$ cat src/rtl/m6502_bus_pkg.sv
// Shared definitions for the 6502 bus arbiter: FSM states, port IDs and the
// round-robin pick used when both request slots compete for the memory bus.
package m6502_bus_pkg;

    typedef enum logic [1:0] {
        ST_IDLE  = 2'd0,
        ST_ISSUE = 2'd1,
        ST_WAIT  = 2'd2
    } state_t;

    localparam logic PORT_CPU = 1'b0;
    localparam logic PORT_DMA = 1'b1;

    // Both pending: the port not granted last wins. Otherwise the only
    // pending port wins.
    function automatic logic rr_pick(input logic cpu_pend,
                                     input logic dma_pend,
                                     input logic last_grant);
        if (cpu_pend && dma_pend) begin
            return ~last_grant;
        end else if (cpu_pend) begin
            return PORT_CPU;
        end else begin
            return PORT_DMA;
        end
    endfunction

endpackage

$ cat src/rtl/m6502_bus_req_slot.sv
// One pending-request slot: holds address, write data, access type and a
// valid flag for a single requester until the arbiter retires it.
module m6502_bus_req_slot (
    input  logic        clk,
    input  logic        reset_n,
    input  logic        i_load,
    input  logic        i_clear,
    input  logic [15:0] i_addr,
    input  logic [7:0]  i_data,
    input  logic        i_we,
    output logic        o_valid,
    output logic [15:0] o_addr,
    output logic [7:0]  o_data,
    output logic        o_we
);

    logic        r_valid;
    logic [15:0] r_addr;
    logic [7:0]  r_data;
    logic        r_we;

    // Capture a new request, or drop the slot when its access retires.
    always_ff @(posedge clk) begin
        // NOTE: sequential state uses <= so every flop samples pre-edge values.
        if (!reset_n) begin
            // NOTE: payload is reset too; it is a handful of flops, not a RAM,
            // and a clean value keeps the bus quiet after reset.
            r_valid <= 1'b0;
            r_addr  <= 16'h0000;
            r_data  <= 8'h00;
            r_we    <= 1'b0;
        end else if (i_load) begin
            r_valid <= 1'b1;
            r_addr  <= i_addr;
            r_data  <= i_data;
            r_we    <= i_we;
        end else if (i_clear) begin
            r_valid <= 1'b0;
        end
    end

    assign o_valid = r_valid;
    assign o_addr  = r_addr;
    assign o_data  = r_data;
    assign o_we    = r_we;

endmodule

$ cat src/rtl/m6502_bus_arbiter.sv
// Two-port (CPU, DMA) arbiter in front of a single memory bus. Each port
// parks its request in a slot; a small FSM issues one access at a time,
// waits out the read latency and re-arbitrates round-robin on completion.
module m6502_bus_arbiter
    import m6502_bus_pkg::*;
#(
    parameter int RD_LATENCY = 1
) (
    input  logic        clk,
    input  logic        reset_n,
    input  logic [15:0] cpu_addr,
    input  logic [7:0]  cpu_wr_data,
    input  logic        cpu_rd_req,
    input  logic        cpu_wr_en,
    output logic [7:0]  cpu_rd_data,
    output logic        cpu_ready,
    input  logic        dma_req,
    input  logic        dma_we,
    input  logic [15:0] dma_addr,
    input  logic [7:0]  dma_wr_data,
    output logic [7:0]  dma_rd_data,
    output logic        dma_ack,
    output logic [15:0] mem_addr,
    output logic [7:0]  mem_wr_data,
    output logic        mem_rd_req,
    output logic        mem_wr_en,
    input  logic [7:0]  mem_rd_data,
    input  logic        mem_ready
);

    localparam logic [2:0] LAT_LAST = 3'(RD_LATENCY - 1);

    state_t      r_state;
    logic        r_last_grant;
    logic [2:0]  r_lat_cnt;
    logic        r_cpu_ready;
    logic        r_dma_ack;
    logic [7:0]  r_cpu_rd_data;
    logic [7:0]  r_dma_rd_data;
    logic [15:0] r_mem_addr;
    logic [7:0]  r_mem_wr_data;
    logic        r_mem_rd_req;
    logic        r_mem_wr_en;

    logic        w_cpu_cap, w_dma_cap;
    logic        w_cpu_clr, w_dma_clr;
    logic        w_cpu_valid, w_dma_valid;
    logic [15:0] w_cpu_addr_q, w_dma_addr_q;
    logic [7:0]  w_cpu_data_q, w_dma_data_q;
    logic        w_cpu_we_q, w_dma_we_q;
    logic        w_cpu_pend, w_dma_pend;
    logic [15:0] w_cpu_addr, w_dma_addr;
    logic [7:0]  w_cpu_data, w_dma_data;
    logic        w_cpu_we, w_dma_we;
    logic        w_done;
    logic        w_go;
    logic        w_go_port;
    logic [15:0] w_go_addr;
    logic [7:0]  w_go_data;
    logic        w_go_we;

    // A CPU strobe is only taken while nothing of the CPU's is outstanding;
    // DMA is held off for the ack cycle so a level request is not double-taken.
    assign w_cpu_cap = (cpu_rd_req | cpu_wr_en) & r_cpu_ready;
    assign w_dma_cap = dma_req & ~w_dma_valid & ~r_dma_ack;

    // Writes retire at acceptance, reads when the latency countdown expires.
    assign w_done    = ((r_state == ST_ISSUE) && mem_ready && r_mem_wr_en) ||
                       ((r_state == ST_WAIT) && (r_lat_cnt == 3'd0));
    assign w_cpu_clr = w_done & (r_last_grant == PORT_CPU);
    assign w_dma_clr = w_done & (r_last_grant == PORT_DMA);

    // cpu_wr_en alone decides the type, so a read+write strobe is a write.
    m6502_bus_req_slot u_cpu_slot (
        .clk     (clk),
        .reset_n (reset_n),
        .i_load  (w_cpu_cap),
        .i_clear (w_cpu_clr),
        .i_addr  (cpu_addr),
        .i_data  (cpu_wr_data),
        .i_we    (cpu_wr_en),
        .o_valid (w_cpu_valid),
        .o_addr  (w_cpu_addr_q),
        .o_data  (w_cpu_data_q),
        .o_we    (w_cpu_we_q)
    );

    m6502_bus_req_slot u_dma_slot (
        .clk     (clk),
        .reset_n (reset_n),
        .i_load  (w_dma_cap),
        .i_clear (w_dma_clr),
        .i_addr  (dma_addr),
        .i_data  (dma_wr_data),
        .i_we    (dma_we),
        .o_valid (w_dma_valid),
        .o_addr  (w_dma_addr_q),
        .o_data  (w_dma_data_q),
        .o_we    (w_dma_we_q)
    );

    // A request being captured this edge is visible to arbitration at once,
    // so a lone request is granted without an extra idle cycle.
    assign w_cpu_pend = w_cpu_valid | w_cpu_cap;
    assign w_dma_pend = w_dma_valid | w_dma_cap;
    assign w_cpu_addr = w_cpu_valid ? w_cpu_addr_q : cpu_addr;
    assign w_cpu_data = w_cpu_valid ? w_cpu_data_q : cpu_wr_data;
    assign w_cpu_we   = w_cpu_valid ? w_cpu_we_q   : cpu_wr_en;
    assign w_dma_addr = w_dma_valid ? w_dma_addr_q : dma_addr;
    assign w_dma_data = w_dma_valid ? w_dma_data_q : dma_wr_data;
    assign w_dma_we   = w_dma_valid ? w_dma_we_q   : dma_we;

    // Decide whether a new access is granted this edge, and to whom.
    always_comb begin
        // NOTE: every output gets a default first so no path infers a latch.
        w_go      = 1'b0;
        w_go_port = r_last_grant;
        if (r_state == ST_IDLE) begin
            if (w_cpu_pend || w_dma_pend) begin
                w_go      = 1'b1;
                w_go_port = rr_pick(w_cpu_pend, w_dma_pend, r_last_grant);
            end
        end else if (w_done) begin
            // The retiring port is excluded; only the other one can follow.
            if (r_last_grant == PORT_CPU) begin
                w_go      = w_dma_pend;
                w_go_port = PORT_DMA;
            end else begin
                w_go      = w_cpu_pend;
                w_go_port = PORT_CPU;
            end
        end
        w_go_addr = (w_go_port == PORT_CPU) ? w_cpu_addr : w_dma_addr;
        w_go_data = (w_go_port == PORT_CPU) ? w_cpu_data : w_dma_data;
        w_go_we   = (w_go_port == PORT_CPU) ? w_cpu_we   : w_dma_we;
    end

    // Arbiter FSM with all bus and completion outputs registered.
    always_ff @(posedge clk) begin
        if (!reset_n) begin
            r_state       <= ST_IDLE;
            r_last_grant  <= PORT_DMA;
            r_lat_cnt     <= 3'd0;
            r_cpu_ready   <= 1'b1;
            r_dma_ack     <= 1'b0;
            r_cpu_rd_data <= 8'h00;
            r_dma_rd_data <= 8'h00;
            r_mem_addr    <= 16'h0000;
            r_mem_wr_data <= 8'h00;
            r_mem_rd_req  <= 1'b0;
            r_mem_wr_en   <= 1'b0;
        end else begin
            r_dma_ack <= 1'b0;
            if (w_cpu_cap) begin
                r_cpu_ready <= 1'b0;
            end

            if (w_done) begin
                if (r_last_grant == PORT_CPU) begin
                    r_cpu_ready <= 1'b1;
                    if (r_state == ST_WAIT) begin
                        r_cpu_rd_data <= mem_rd_data;
                    end
                end else begin
                    r_dma_ack <= 1'b1;
                    if (r_state == ST_WAIT) begin
                        r_dma_rd_data <= mem_rd_data;
                    end
                end
            end

            case (r_state)
                ST_IDLE: begin
                end
                ST_ISSUE: begin
                    if (mem_ready) begin
                        r_mem_rd_req <= 1'b0;
                        r_mem_wr_en  <= 1'b0;
                        if (r_mem_wr_en) begin
                            r_state <= ST_IDLE;
                        end else begin
                            r_state   <= ST_WAIT;
                            r_lat_cnt <= LAT_LAST;
                        end
                    end
                end
                ST_WAIT: begin
                    if (r_lat_cnt == 3'd0) begin
                        r_state <= ST_IDLE;
                    end else begin
                        r_lat_cnt <= r_lat_cnt - 3'd1;
                    end
                end
                default: begin
                    r_state <= ST_IDLE;
                end
            endcase

            // A grant overrides the fall-back state chosen above.
            if (w_go) begin
                r_state       <= ST_ISSUE;
                r_last_grant  <= w_go_port;
                r_mem_addr    <= w_go_addr;
                r_mem_wr_data <= w_go_data;
                r_mem_wr_en   <= w_go_we;
                r_mem_rd_req  <= ~w_go_we;
            end
        end
    end

    assign cpu_ready   = r_cpu_ready;
    assign cpu_rd_data = r_cpu_rd_data;
    assign dma_ack     = r_dma_ack;
    assign dma_rd_data = r_dma_rd_data;
    assign mem_addr    = r_mem_addr;
    assign mem_wr_data = r_mem_wr_data;
    assign mem_rd_req  = r_mem_rd_req;
    assign mem_wr_en   = r_mem_wr_en;

endmodule

$ cat config.mk
export PLATFORM = sky130hd
export DESIGN_NAME = m6502_bus_arbiter
export DESIGN_NICKNAME = d
export VERILOG_FILES = /design/src/rtl/m6502_bus_pkg.sv /design/src/rtl/m6502_bus_req_slot.sv /design/src/rtl/m6502_bus_arbiter.sv
export SDC_FILE = /design/constraint.sdc
export NUM_CORES = 1
export LEC_CHECK = 0
export ABC_AREA = 1
export CORE_MARGIN = 3
export CORE_UTILIZATION = 51
export DETAILED_ROUTE_END_ITERATION = 8
export PLACE_DENSITY_LB_ADDON = 0.2
export SYNTH_ARGS = -nofsm -noshare
export SYNTH_HDL_FRONTEND = slang
export SYNTH_HIERARCHICAL = 1
export SYNTH_SLANG_ARGS = --single-unit
$ cat constraint.sdc
create_clock -name clk -period 2.31 [get_ports clk]
set_clock_uncertainty 0.1 [all_clocks]
set_input_delay 0.3465 -clock clk [delete_from_list [all_inputs] [get_ports clk]]
set_output_delay 0.3465 -clock clk [all_outputs]
set_load 0.02 [all_outputs]
; ---- Yosys cells after proc, flatten, opt, wreduce, memory -nomap -nowiden
; Cells that the tools add are included.
[word_totals]
mem_bits_ro = 0
word_cells = 105
register_bits = 102
latchBits = 0
out_inout_bits = 44
n_memories = 0
ram_bits = 0
[op_classes]
add_sub_neg = 1
bitwise_logic = 14
mux = 40
eq_ne = 9
order_cmp = 0
reduce_logical = 21
shift = 0
div_mod_pow = 0
n_mul = 0
[op_table]
columns = cell, count
row1 = $mux 16, 3
row2 = $mux 1, 26
row3 = $mux 8, 3
row4 = $reduce_and 3->1, 4
row5 = $ne 2x2->1 const B, 5
row6 = $reduce_bool 2->1, 5
row7 = $mux 3, 3
row8 = $mux 2, 3
row9 = $ne 3x3->1 const B, 2
row10 = $not 1->1, 6
row11 = $pmux 2 s3, 1
row12 = $pmux 3 s2, 1
row13 = $and 1x1->1, 5
row14 = $logic_and 1x1->1, 4
row15 = $reduce_and 2->1, 2
row16 = $reduce_and 4->1, 1
row17 = $logic_not 3->1, 1
row18 = $or 1x1->1, 3
row19 = $sub 3x1->3 const B, 1
row20 = $eq 2x1->1 const B, 1
row21 = $eq 2x2->1 const B, 1
row22 = $logic_not 2->1, 1
row23 = $logic_or 1x1->1, 2
row24 = $reduce_or 2->1, 1

; ---- Logic depth before layout (Yosys ltp)
; Gate-level depths: netlist (run 1).
[depth]
ltp_word = 11
ltp_mapped = 13
ltp_nobuf = 12

; ---- By module
; The synthesis (run 1) kept the hierarchy.
[modules_own_cells]
columns = mod, seq_area_each_um2, instances, area_each_um2, cells_per_inst
row1 = m6502_bus_arbiter, 1001.0, 1, 3290.7, 548
row2 = m6502_bus_req_slot, 520.5, 2, 898.4, 112

; ---- Least setup slack after synthesis (run 1)
; OpenSTA, ideal clock, no wires.
[synth_timing]
path_kind = register to register
start = register r_lat_cnt[0]
end = register r_mem_addr[6], in the netlist mem_addr[6]
setup_slack_ns = 0.260
stages_incl_launch_ff = 13
setup_time_ns = 0.056
synth_period_minus_slack_ns = 2.050
arrival_ns = 1.894
path_buffers = 1
cell_sequence = dfxtp_1 -> inv_1 -> ha_1 -> ha_1 -> nand2_1 -> nand2_1 -> ha_1 -> nand2_2 -> clkbuf_1 -> nand3_1 -> nand3_1 -> nand2_1 -> inv_1
[synth_via]
elab_chain_cells = 6
elab_cells_between_ends = 8
cone_classes = mux (5) / reduce/logical (3)
[synth_rtl]
columns = element, line_no
row1 = from (decl), m6502_bus_arbiter.sv:35  ; logic [2:0] r_lat_cnt;
row2 = from (signal assigned), m6502_bus_arbiter.sv:191  ; r_lat_cnt <= r_lat_cnt - 3'd1;
row3 = $logic_not 3->1 *, m6502_bus_arbiter.sv:69  ; ((r_state == ST_WAIT) && (r_lat_cnt == 3'd0));
row4 = $logic_and 1x1->1 *, m6502_bus_arbiter.sv:69
row5 = $logic_or 1x1->1 *, m6502_bus_arbiter.sv:68  ; assign w_done = ((r_state == ST_ISSUE) && mem_ready && r_mem_wr_en) ||
row6 = $mux 1, m6502_bus_arbiter.sv:123  ; end else if (w_done) begin
row7 = $mux 1, m6502_bus_arbiter.sv:118  ; if (r_state == ST_IDLE) begin
row8 = $mux 16, m6502_bus_arbiter.sv:133  ; w_go_addr = (w_go_port == PORT_CPU) ? w_cpu_addr : w_dma_addr;
row9 = to (signal assigned), m6502_bus_arbiter.sv:203  ; r_mem_addr <= w_go_addr;
row10 = to (decl), m6502_bus_arbiter.sv:40  ; logic [15:0] r_mem_addr;
; Every way passes the cells marked *; elsewhere a longest branch is shown, timed or not.
; A chain may end at the register's enable or synchronous reset.

; ---- Worst setup path after layout (run 1)
[layout_timing]
start = register r_lat_cnt[0]
end = register r_mem_addr[4], in the netlist mem_addr[4]
; The elaborated chain is that of the path after synthesis.

==> summary.md, run 1 <==
| Metric | Value |
|---|---|
| Buffer type at the clock tree root | `clkbuf_8` |
| CTS buffer count | `9` |
| Hold Crit Depth | `2` |
| DRC viols | `0` |
| Routed vias/inst | `5.05` |
| Post-route ant nets | `0` |
| Post-Syn Nets | `839` |
| Max_slew headroom | `0.504` |
| Unrepaired setup endpoints after global routing | `no` |
| Cell Area, Synth | `5090 sq um` |
| Worst-path clk slew | `90 ps` |
| Hold Crit Endpoint | `dma_rd_data[1]` |
| WL per Instance | `13.4 microns` |
| Final hold vios | `0` |
| Die W | `106 microns` |
| Setup TNS | `0 ps` |
| Post-CTS Setup Bufs | `0` |
| Largest net degree at the start of global routing | `82` |
| Worst setup SP type | `flop` |
| DR vias | `5015` |
| Worst-skew pair later-pin latency | `360 ps` |
| Die area | `11200 sq um` |
| Final Cycle Share | `0.889` |
| DR pass1 iterations | `5` |
| Gpl congestion | `0.836` |
| Hold_sp | `dma_rd_data[1]` |
| Initial Utilization | `0.538` |
| FF+latch count, synth | `102` |
| Die height | `106 microns` |
| Clk buf depth | `2` |
| Worst setup EP type | `flop` |
| Flop2flop setup slack | `260 ps` |
| Filler cell count | `840` |
| CP startpoint | `r_lat_cnt[0]` |
| Critical path data required time | `2470 ps` |
| CP Class | `flop to flop` |
| Row count | `35` |
| Status | `finished, final reports clean` |
| Finished Cell Area | `6330 sq um` |
| Pwr/cell area | `731 nW/um^2` |
| First DRT Iteration DRCs | `271` |
| Library cells used by synthesis | `34` |
| Core Region | `9460 sq um` |
| VDD IR max | `430 uV` |
| Area share of the largest cell type after synthesis | `0.401` |
| Worst reg-to-reg path cell count | `12` |
| Post-layout net count | `928` |
| Total grt overflow | `0` |
| Cells after synthesis | `772` |
| Ports | `107` |
| Syn avg cell area | `6.59 sq um` |
| # placed instances | `979` |
| Synthesis-to-finish area growth | `24.5%` |
| Max-cap violations | `0` |
| Cell Count, Final, Fillers Out | `994` |
| Pre-CTS WS | `119 ps` |
| Vias in the first global route | `4693` |
| Synth top area cells | `dfxtp_1, nand2_1, nor2_1` |
| Layout cell share with drive strength beyond 1 | `0.0520` |
| Fin crit period | `2050 ps` |
| Port bufs | `106` |
| Area leader, netlist | `dfxtp_1` |
| Worst-path maximum fanout | `25` |
| Setup Viol. Count Final | `0` |
| Max Fclk | `487 MHz` |
| Clk sinks | `102` |
| CTS Hold Bufs | `0` |
| Antenna violations before repair | `0` |
| First-pass GRT wire length | `21.6 mm` |
| Hpwl dp | `9.54 mm` |
| Worst EP arrival | `2210 ps` |
| Ant diodes | `0` |
| Max-slew violations | `0` |
| Area after DPL | `6150 sq um` |
| Worst reg2reg endpoint | `mem_addr[4]` |
| Lkg Pwr | `3.01 nW` |
| Final WS setup | `256 ps` |
| Htree depth | `3` |
| CTS tree | `built` |
| GRT Util Overall | `0.236` |
| Critical R2R Launch | `r_lat_cnt[0]` |
| Worst slew pin tran | `743 ps` |
| Resized Gates After CTS | `0` |
| Hold Crit Class | `flop to flop` |
| Sequential area share after synthesis | `0.401` |
| Routed WL | `13.4 mm` |
| Synth Warn # | `6` |
critical path: stages (launching register included):
cell	delay (ps)
dfxtp_1	310
inv_1	50
ha_1	190
ha_1	200
nand2_1	80
nand2_1	70
ha_1	280
nand2_2	120
nand2_4	180
nand2_1	120
nand3_1	100
nand2_1	100
inv_1	40
cells in the mapped netlist:
library cell  instances
a31oi_1               1
clkbuf_1             14
buf_1                 2
clkinv_2              1
o21ai_0              53
nand3_2               1
buf_2                 9
ha_1                  4
nand2_4               3
o21ai_1               1
mux2i_1               1
dfxtp_1             102
inv_1                58
nand2_1             252
inv_4                 1
nand3_1              69
clkbuf_8              2
nand2_2               2
buf_6                11
nand3b_1             24
clkinv_1             12
clkbuf_2              4
a21oi_1              21
a21oi_2               1
inv_2                 3
nor3_1                2
o21bai_4              1
nor2b_1               1
o211ai_1              1
nand3_4               1
nand4_1               2
or2_0                 2
nor2_1              108
buf_4                 2
worst max path at each step:
| stage | to | slack, ps |
|---|---|---|
| global route | mem_rd_req | 120 |
| CTS | mem_addr[4] | 240 |
| detailed placement | mem_addr[4] | 120 |
| finish | mem_addr[4] | 260 |
| global placement | mem_addr[4] | 180 |
| floorplan | mem_addr[6] | 260 |
placed cells by master (no fill, tap or decap), types with 2 or more instances in the layout:
master	n
nand2_1	252
nor2_1	108
clkdlybuf4s50_1	105
dfxtp_1	102
nand3_1	69
inv_1	58
o21ai_0	53
nand3b_1	24
a21oi_1	21
buf_4	15
clkinv_1	12
clkbuf_8	9
ha_1	4
inv_2	3
nand2_4	3
nand4_1	2
clkinv_2	2
nand2_2	2
or2_0	2
nor3_1	2
logic make-up (layout without fill, tap and decap cells):
kind of cell    Yosys count  count (layout)  synth area share
mux                       1               1           0.00197
buf+inv                 119             212             0.113
compound gates           79              79            0.0819
simple gates            467             467             0.392
flops                   102             102             0.401
fa+ha+maj                 4               4           0.00984
routing by layer:
metal | share of wire | routed length [microns] | global-route usage | vias up
li1 | - | - | - | 2574
met5 | 0 | 0 | 0 | -
met4 | 0.028 | 377 | 0.0953 | 0
met2 | 0.50 | 6640 | 0.418 | 166
met3 | 0.063 | 840 | 0.0484 | 27
met1 | 0.41 | 5510 | 0.279 | 2248
cell type report:
| cell class | instances | area [sq um] | share of cell area |
|---|---|---|---|
| flip-flops and latches | 102 | 2040 | 0.322 |
| clock buffers | 10 | 128 | 0.0202 |
| well taps | 129 | 161 | 0.0255 |
| multi-input cells | 551 | 2470 | 0.390 |
| repair buffers | 122 | 1190 | 0.188 |
| inverters | 75 | 285 | 0.0450 |
| clock inverters | 5 | 60.1 | 0.00948 |
through the flow:
step / power, mW / hold slack [ps] / utilization
2_1_floorplan: 3.06 / 339 / -
3_3_place_gp: 3.52 / 348 / 0.650
3_5_place_dp: 3.56 / 352 / 0.650
4_1_cts: 4.65 / 367 / 0.670
5_1_grt: 4.89 / 387 / 0.670
6_report: 4.63 / 364 / 0.670
registers in the layout (all words and copies together), names as in the netlist, 2 cells and up:
name / flops
dma_rd_data: 8
cpu_rd_data: 8
r_lat_cnt: 3
mem_addr: 16
mem_wr_data: 8
u_dma_slot/o_data: 8
u_dma_slot/o_addr: 16
u_cpu_slot/o_data: 8
r_state: 2
u_cpu_slot/o_addr: 16
power breakdown:
group | total, mW | leakage (nW) | switching (mW) | internal, mW
Sequential | 2.06 | 0.842 | 0.106 | 1.95
Combinational | 1.47 | 2.07 | 0.861 | 0.608
Clock | 1.11 | 0.0927 | 0.606 | 0.500
Power figures use the tool's default switching activity.
==> run 2: changes to the inputs <==
--- a/config.mk
+++ b/config.mk
@@ -6,8 +6,10 @@
 export NUM_CORES = 1
 export LEC_CHECK = 0
 export ABC_AREA = 1
+export CELL_PAD_IN_SITES_DETAIL_PLACEMENT = 0
+export CELL_PAD_IN_SITES_GLOBAL_PLACEMENT = 1
 export CORE_MARGIN = 3
-export CORE_UTILIZATION = 51
+export CORE_UTILIZATION = 36
 export DETAILED_ROUTE_END_ITERATION = 8
 export PLACE_DENSITY_LB_ADDON = 0.2
 export SYNTH_ARGS = -nofsm -noshare
==> run 2 against run 1 <==
  * First-iteration DRC count increased by 9.6%
  * Total power up 8.5%
  * Worst setup slack got worse by 1.3 ps
  * Critical path depth decreased by 1
==> summary.md, run 2 (synthesis results as in run 1) <==
| Metric | Value |
|---|---|
| Status | `finished, final reports clean` |
| CP bufs+invs | `1 (-1)` |
| Die height | `125 microns (+18%)` |
| Finished Cell Area | `6520 sq um (+2.9%)` |
| Antenna violations before repair | `0 (unchanged)` |
| CTS tree | `built` |
| Final hold vios | `0 (unchanged)` |
| Max Fclk | `486 MHz (about the same)` |
| CP delay by family, top | `simple AND/OR/NAND/NOR gates` |
| WL per Instance | `14.2 microns (+5.5%)` |
| Synthesis-to-finish area growth | `28.1%` |
| Post-layout net count | `931 (+0.32%)` |
| Commonest non-fill, non-tap cell in the layout | `nand2_1` |
| Filler cell count | `1381 (+64%)` |
| Clk buf depth | `2 (unchanged)` |
| Setup Viol. Count Final | `0 (unchanged)` |
| Unrepaired setup endpoints after global routing | `no` |
| Htree depth | `3 (unchanged)` |
| Row count | `42 (+20%)` |
| Layout cell share with drive strength beyond 1 | `0.0587 (+0.00667)` |
| Worst-skew pair later-pin latency | `350 ps (about the same)` |
| Pwr/cell area | `771 nW/um^2 (+5.5%)` |
| First DRT Iteration DRCs | `297 (+9.6%)` |
| Routed WL | `14.8 mm (+11%)` |
| Post-CTS Setup Bufs | `0 (unchanged)` |
| Max-slew violations | `0 (unchanged)` |
| Lkg Pwr | `3.08 nW (+2.4%)` |
| Resized Gates After CTS | `0 (unchanged)` |
| Final Cycle Share | `0.890 (about the same)` |
| Total grt overflow | `0 (unchanged)` |
| Routed vias/inst | `4.82 (-4.5%)` |
| CP peak stage delay | `310 ps (about the same)` |
| GRT Util Overall | `0.192 (-0.0444)` |
| Largest net degree at the start of global routing | `82 (unchanged)` |
| Setup TNS | `0 ps (unchanged)` |
| Initial Utilization | `0.377 (-0.161)` |
| First-pass GRT wire length | `24.4 mm (+13%)` |
| DR pass1 iterations | `5 (unchanged)` |
| VDD IR max | `398 uV (-7.6%)` |
| WL met1 | `6.57 mm (+19%)` |
| Ant diodes | `0 (unchanged)` |
| Worst setup SP type | `flop` |
| Post-route ant nets | `0 (unchanged)` |
| Die area | `15600 sq um (+39%)` |
| Flop2flop setup slack | `250 ps (about the same)` |
| Routed wl met2 | `7.43 mm (+12%)` |
| DR WL met3 | `655 microns (-22%)` |
| Utilization after layout | `0.482 (-0.187)` |
| Worst-path maximum fanout | `25 (unchanged)` |
| CTS Hold Bufs | `0 (unchanged)` |
| Vias in the first global route | `4825 (+2.8%)` |
| Clk sinks | `102 (unchanged)` |
| Hold Crit Class | `input pin to flop` |
| Port bufs | `106 (unchanged)` |
| Max_slew headroom | `0.494 (-0.0104)` |
| Area after DPL | `6230 sq um (+1.4%)` |
| DR top layer | `met4` |
| Die W | `125 microns (+18%)` |
| Worst-path clk slew | `70 ps (-20 ps)` |
| Buffer type at the clock tree root | `clkbuf_16` |
| Core Region | `13500 sq um (+43%)` |
| CP Class | `flop to flop` |
| Gpl congestion | `0.769 (-8.1%)` |
| Worst setup EP type | `flop` |
| Final hold slack | `251 ps (-113 ps)` |
| DRC viols | `0 (unchanged)` |
| Cell at the slowest stage of the critical path | `dfxtp_1` |
| Most frequent cells in the layout | `nand2_1, nor2_1, clkdlybuf4s50_1` |
| Ports | `107 (unchanged)` |
| DR vias | `5034 (+0.38%)` |
| Critical path data required time | `2450 ps (-20 ps)` |
| Worst slew pin tran | `759 ps (+16.4 ps)` |
| Worst EP arrival | `2200 ps (about the same)` |
| CTS buffer count | `9 (unchanged)` |
| Hpwl dp | `10.1 mm (+5.7%)` |
| Fin crit period | `2060 ps (+1.29 ps)` |
| Max-cap violations | `0 (unchanged)` |
| Crit-path cells | `inv_1 > ha_1 > ha_1 > nand2_1 > nand2_1 > ha_1 > nand2_2 > nand2_4 > nand2_1 > nand3_1 > nor2b_1` |
==> run 2: changes by cell type in the layout (fill, tap and decap cells not counted) <==
cell | previous run | this run
clkinv_2 | 2 | 5
nor2_1 | 108 | 107
clkbuf_16 | 0 | 9
bufinv_16 | 1 | 0
clkinvlp_4 | 1 | 0
clkinv_4 | 1 | 0
clkbuf_8 | 9 | 3
inv_6 | 1 | 0
nor2_2 | 0 | 1
buf_4 | 15 | 18
clkbuf_1 | 1 | 0
==> run 2: tightest hold or removal path, delay by kind of cell <==
family | cells | cell delay [ps]
and+or+nand+nor | 1 | 70
buffers and inverters | 2 | 240
==> run 2: routing by layer <==
| layer | vias up | global-route usage |
|---|---|---|
| met5 | - | 0 |
| met4 | 0 | 0.0453 |
| met3 | 9 | 0.0386 |
| met2 | 116 | 0.337 |
| met1 | 2323 | 0.242 |
| li1 | 2586 | - |
==> run 2: area by class of cell <==
class                      instances  area [sq um]  share of cell area
timing repair buffer             125          1210               0.186
clock inverter                     4          20.0             0.00307
inverter                          75           285              0.0438
tap                              176           220              0.0338
clock buffer                      12           267              0.0409
multi-input combinational        551          2470               0.379
sequential                       102          2040               0.313
==> run 2: final timing paths <==
kind,from,endpoint,cells after the start
worst max-delay path,r_lat_cnt[0],mem_rd_req,11
worst min-delay path,reset_n,dma_ack,3
worst max register to register,r_lat_cnt[0],mem_rd_req,11
worst min register to register,dma_rd_data[2],dma_rd_data[2],2
==> run 2: where the power goes <==
| part | leakage, nW | switching (mW) | internal (mW) | total, mW |
|---|---|---|---|---|
| registers | 0.842 | 0.108 | 1.95 | 2.06 |
| logic | 2.09 | 0.876 | 0.612 | 1.49 |
| clock network | 0.148 | 0.665 | 0.813 | 1.48 |
| total | 3.08 | 1.65 | 3.38 | 5.03 |
==> run 2: through the flow <==
stage / instances / total power [mW] / worst slack [ps]
after floorplan: 772 / 3.06 / 260
after global placement: 1029 / 3.58 / 141
after detailed placement: 1029 / 3.60 / 128
after CTS: 1045 / 5.09 / 236
after global routing: 1045 / 5.36 / 40.1
final: 1045 / 5.03 / 254
==> run 3: changes to the inputs <==
--- a/config.mk
+++ b/config.mk
@@ -8,9 +8,11 @@
 export ABC_AREA = 1
 export CELL_PAD_IN_SITES_DETAIL_PLACEMENT = 0
 export CELL_PAD_IN_SITES_GLOBAL_PLACEMENT = 1
+export CORE_ASPECT_RATIO = 1.2
 export CORE_MARGIN = 3
 export CORE_UTILIZATION = 36
 export DETAILED_ROUTE_END_ITERATION = 8
+export MAX_ROUTING_LAYER = met4
 export PLACE_DENSITY_LB_ADDON = 0.2
 export SYNTH_ARGS = -nofsm -noshare
 export SYNTH_HDL_FRONTEND = slang
==> run 3 against run 2 <==
  * Sequential cell count is the same
  * Clock power grew 3%
  * First-iteration DRC count shrank 0.34%
  * Die area is essentially flat
  * Worst setup slack lost 28 ps
  * Wire length is essentially flat
  * Largest power group unchanged
  * Critical endpoint unchanged
  * Critical path depth is the same
  * Global-route usage grew 0.51 points
  * Final area is essentially flat
  * Register-to-register slack lost 30 ps
  * Utilization shrank 0.11 points
  * Final cell count shrank 0.67%
==> summary.md, run 3 (synthesis results as in run 1) <==
| Metric | Value |
|---|---|
| Hold Crit Class | `flop to flop` |
| Max-slew violations | `0 (unchanged)` |
| Ports | `107 (unchanged)` |
| Worst-skew pair later-pin latency | `340 ps (about the same)` |
| Fin crit period | `2080 ps (+27.8 ps)` |
| Worst setup EP type | `flop` |
| Buffer type at the clock tree root | `clkbuf_16` |
| CP Class | `flop to flop` |
| CTS Hold Bufs | `0 (unchanged)` |
| Total grt overflow | `0 (unchanged)` |
| Lkg Pwr | `3.08 nW (-0.13%)` |
| Synthesis-to-finish area growth | `28.0% (about the same)` |
| Worst slew pin tran | `700 ps (-59.2 ps)` |
| First-pass GRT wire length | `23.7 mm (-2.8%)` |
| Status | `finished, final reports clean` |
| Area after DPL | `6220 sq um (-0.20%)` |
| Pwr/cell area | `777 nW/um^2 (+0.80%)` |
| Pre-CTS WS | `107 ps (-21.2 ps)` |
| Routed vias/inst | `4.86 (+0.81%)` |
| Setup TNS | `0 ps (unchanged)` |
| Die W | `115 microns (-8.3%)` |
| Most frequent cells in the layout | `nand2_1, nor2_1, clkdlybuf4s50_1` |
| Critical path data required time | `2450 ps (about the same)` |
| Max-cap violations | `0 (unchanged)` |
| Unrepaired setup endpoints after global routing | `no` |
| Register Area | `2040 sq um (unchanged)` |
| WL per Instance | `14.3 microns (+0.69%)` |
| First DRT Iteration DRCs | `296 (-0.34%)` |
| Setup Viol. Count Final | `0 (unchanged)` |
| Final Cycle Share | `0.902 (+0.0120)` |
| VDD IR max | `344 uV (-13%)` |
| Gpl congestion | `0.816 (+6.2%)` |
| Worst-path maximum fanout | `25 (unchanged)` |
| Largest net degree at the start of global routing | `82 (unchanged)` |
| DR pass1 iterations | `5 (unchanged)` |
| CTS buffer count | `9 (unchanged)` |
| Clk buf depth | `2 (unchanged)` |
| Hpwl dp | `10.2 mm (+0.65%)` |
| Area occupied by multi-input gates | `2470 sq um (-0.10%)` |
| GRT Util Overall | `0.197 (+0.00511)` |
| Final hold vios | `0 (unchanged)` |
| Layout cell share with drive strength beyond 1 | `0.0564 (-0.00230)` |
| Commonest non-fill, non-tap cell in the layout | `nand2_1` |
| Htree depth | `3 (unchanged)` |
| Post-layout net count | `931 (unchanged)` |
| Post-route ant nets | `0 (unchanged)` |
| Worst EP arrival | `2220 ps (+20 ps)` |
| Initial Utilization | `0.376 (-0.000558)` |
| Hold Crit Depth | `2 (-1)` |
| Worst-path clk slew | `70 ps (about the same)` |
| DR vias | `5041 (+0.14%)` |
| CTS tree | `built` |
| Row count | `46 (+9.5%)` |
| Max_slew headroom | `0.533 (+0.0390)` |
| Resized Gates After CTS | `0 (unchanged)` |
| Core Region | `13500 sq um (+0.15%)` |
| Vias in the first global route | `4764 (-1.3%)` |
| Worst reg-to-reg path cell count | `11 (unchanged)` |
| Worst setup SP type | `flop` |
| Final WS setup | `226 ps (-27.8 ps)` |
| Routed WL | `14.8 mm (about the same)` |
| Port bufs | `106 (unchanged)` |
| Max Fclk | `480 MHz (-1.3%)` |
| Die area | `15600 sq um (about the same)` |
| Final hold slack | `361 ps (+110 ps)` |
| Filler cell count | `1413 (+2.3%)` |
| Post-CTS Setup Bufs | `0 (unchanged)` |
| Antenna violations before repair | `1 (+1)` |
| Die height | `136 microns (+9.1%)` |
| Clk sinks | `102 (unchanged)` |
| Finished Cell Area | `6510 sq um (about the same)` |
| DRC viols | `0 (unchanged)` |
run 3: changes by cell type in the layout (fill, tap and decap cells not counted), sizes merged:
cell    previous run  this run
clkinv            17        18
bufinv             0         1
clkbuf            12        10
diode              0         1
run 3: per-stage QoR:
step / std cells / util / total power [mW]
2_1_floorplan: 772 / - / 3.06
3_3_place_gp: 1021 / 0.460 / 3.58
3_5_place_dp: 1021 / 0.460 / 3.59
4_1_cts: 1037 / 0.481 / 5.13
5_1_grt: 1038 / 0.481 / 5.39
6_report: 1038 / 0.481 / 5.06
run 3: worst max-delay path, stage by stage (launching register included):
cell and delay [ps]:
dfxtp_1 320, inv_1 70, ha_1 190, ha_1 190, nand2_1 70, nand2_1 70, ha_1 280, nand2_2 110
nand2_4 190, nand2_1 160, nand3_1 80, nor2b_1 140
run 3: worst paths after layout:
path,from,end,slack [ps]
min reg2reg,cpu_rd_data[4],cpu_rd_data[4],360
min,cpu_rd_data[4],cpu_rd_data[4],360
max,r_lat_cnt[0],mem_rd_req,230
max reg2reg,r_lat_cnt[0],mem_rd_req,230
run 3: cell type report:
cell class,count,share of cell area
Timing Repair Buffer,125,0.186
Antenna cell,1,0.000384
Tap cell,168,0.0323
Sequential cell,102,0.314
Clock inverter,6,0.00961
Multi-Input combinational cell,551,0.379
Inverter,75,0.0438
Clock buffer,10,0.0352
run 3: where the power goes:
part | total, mW | switching, mW | internal [mW]
logic | 1.48 | 0.872 | 0.611
clock network | 1.52 | 0.682 | 0.840
registers | 2.06 | 0.105 | 1.95
total | 5.06 | 1.66 | 3.40
run 3: layer usage:
layer  vias up  GRT usage  routed length (microns)
met5         -          -                        0
met4         0     0.0607                      282
met3        19     0.0312                      737
met2       133      0.330                     7290
met1      2296      0.244                     6520
li1       2593          -                        -
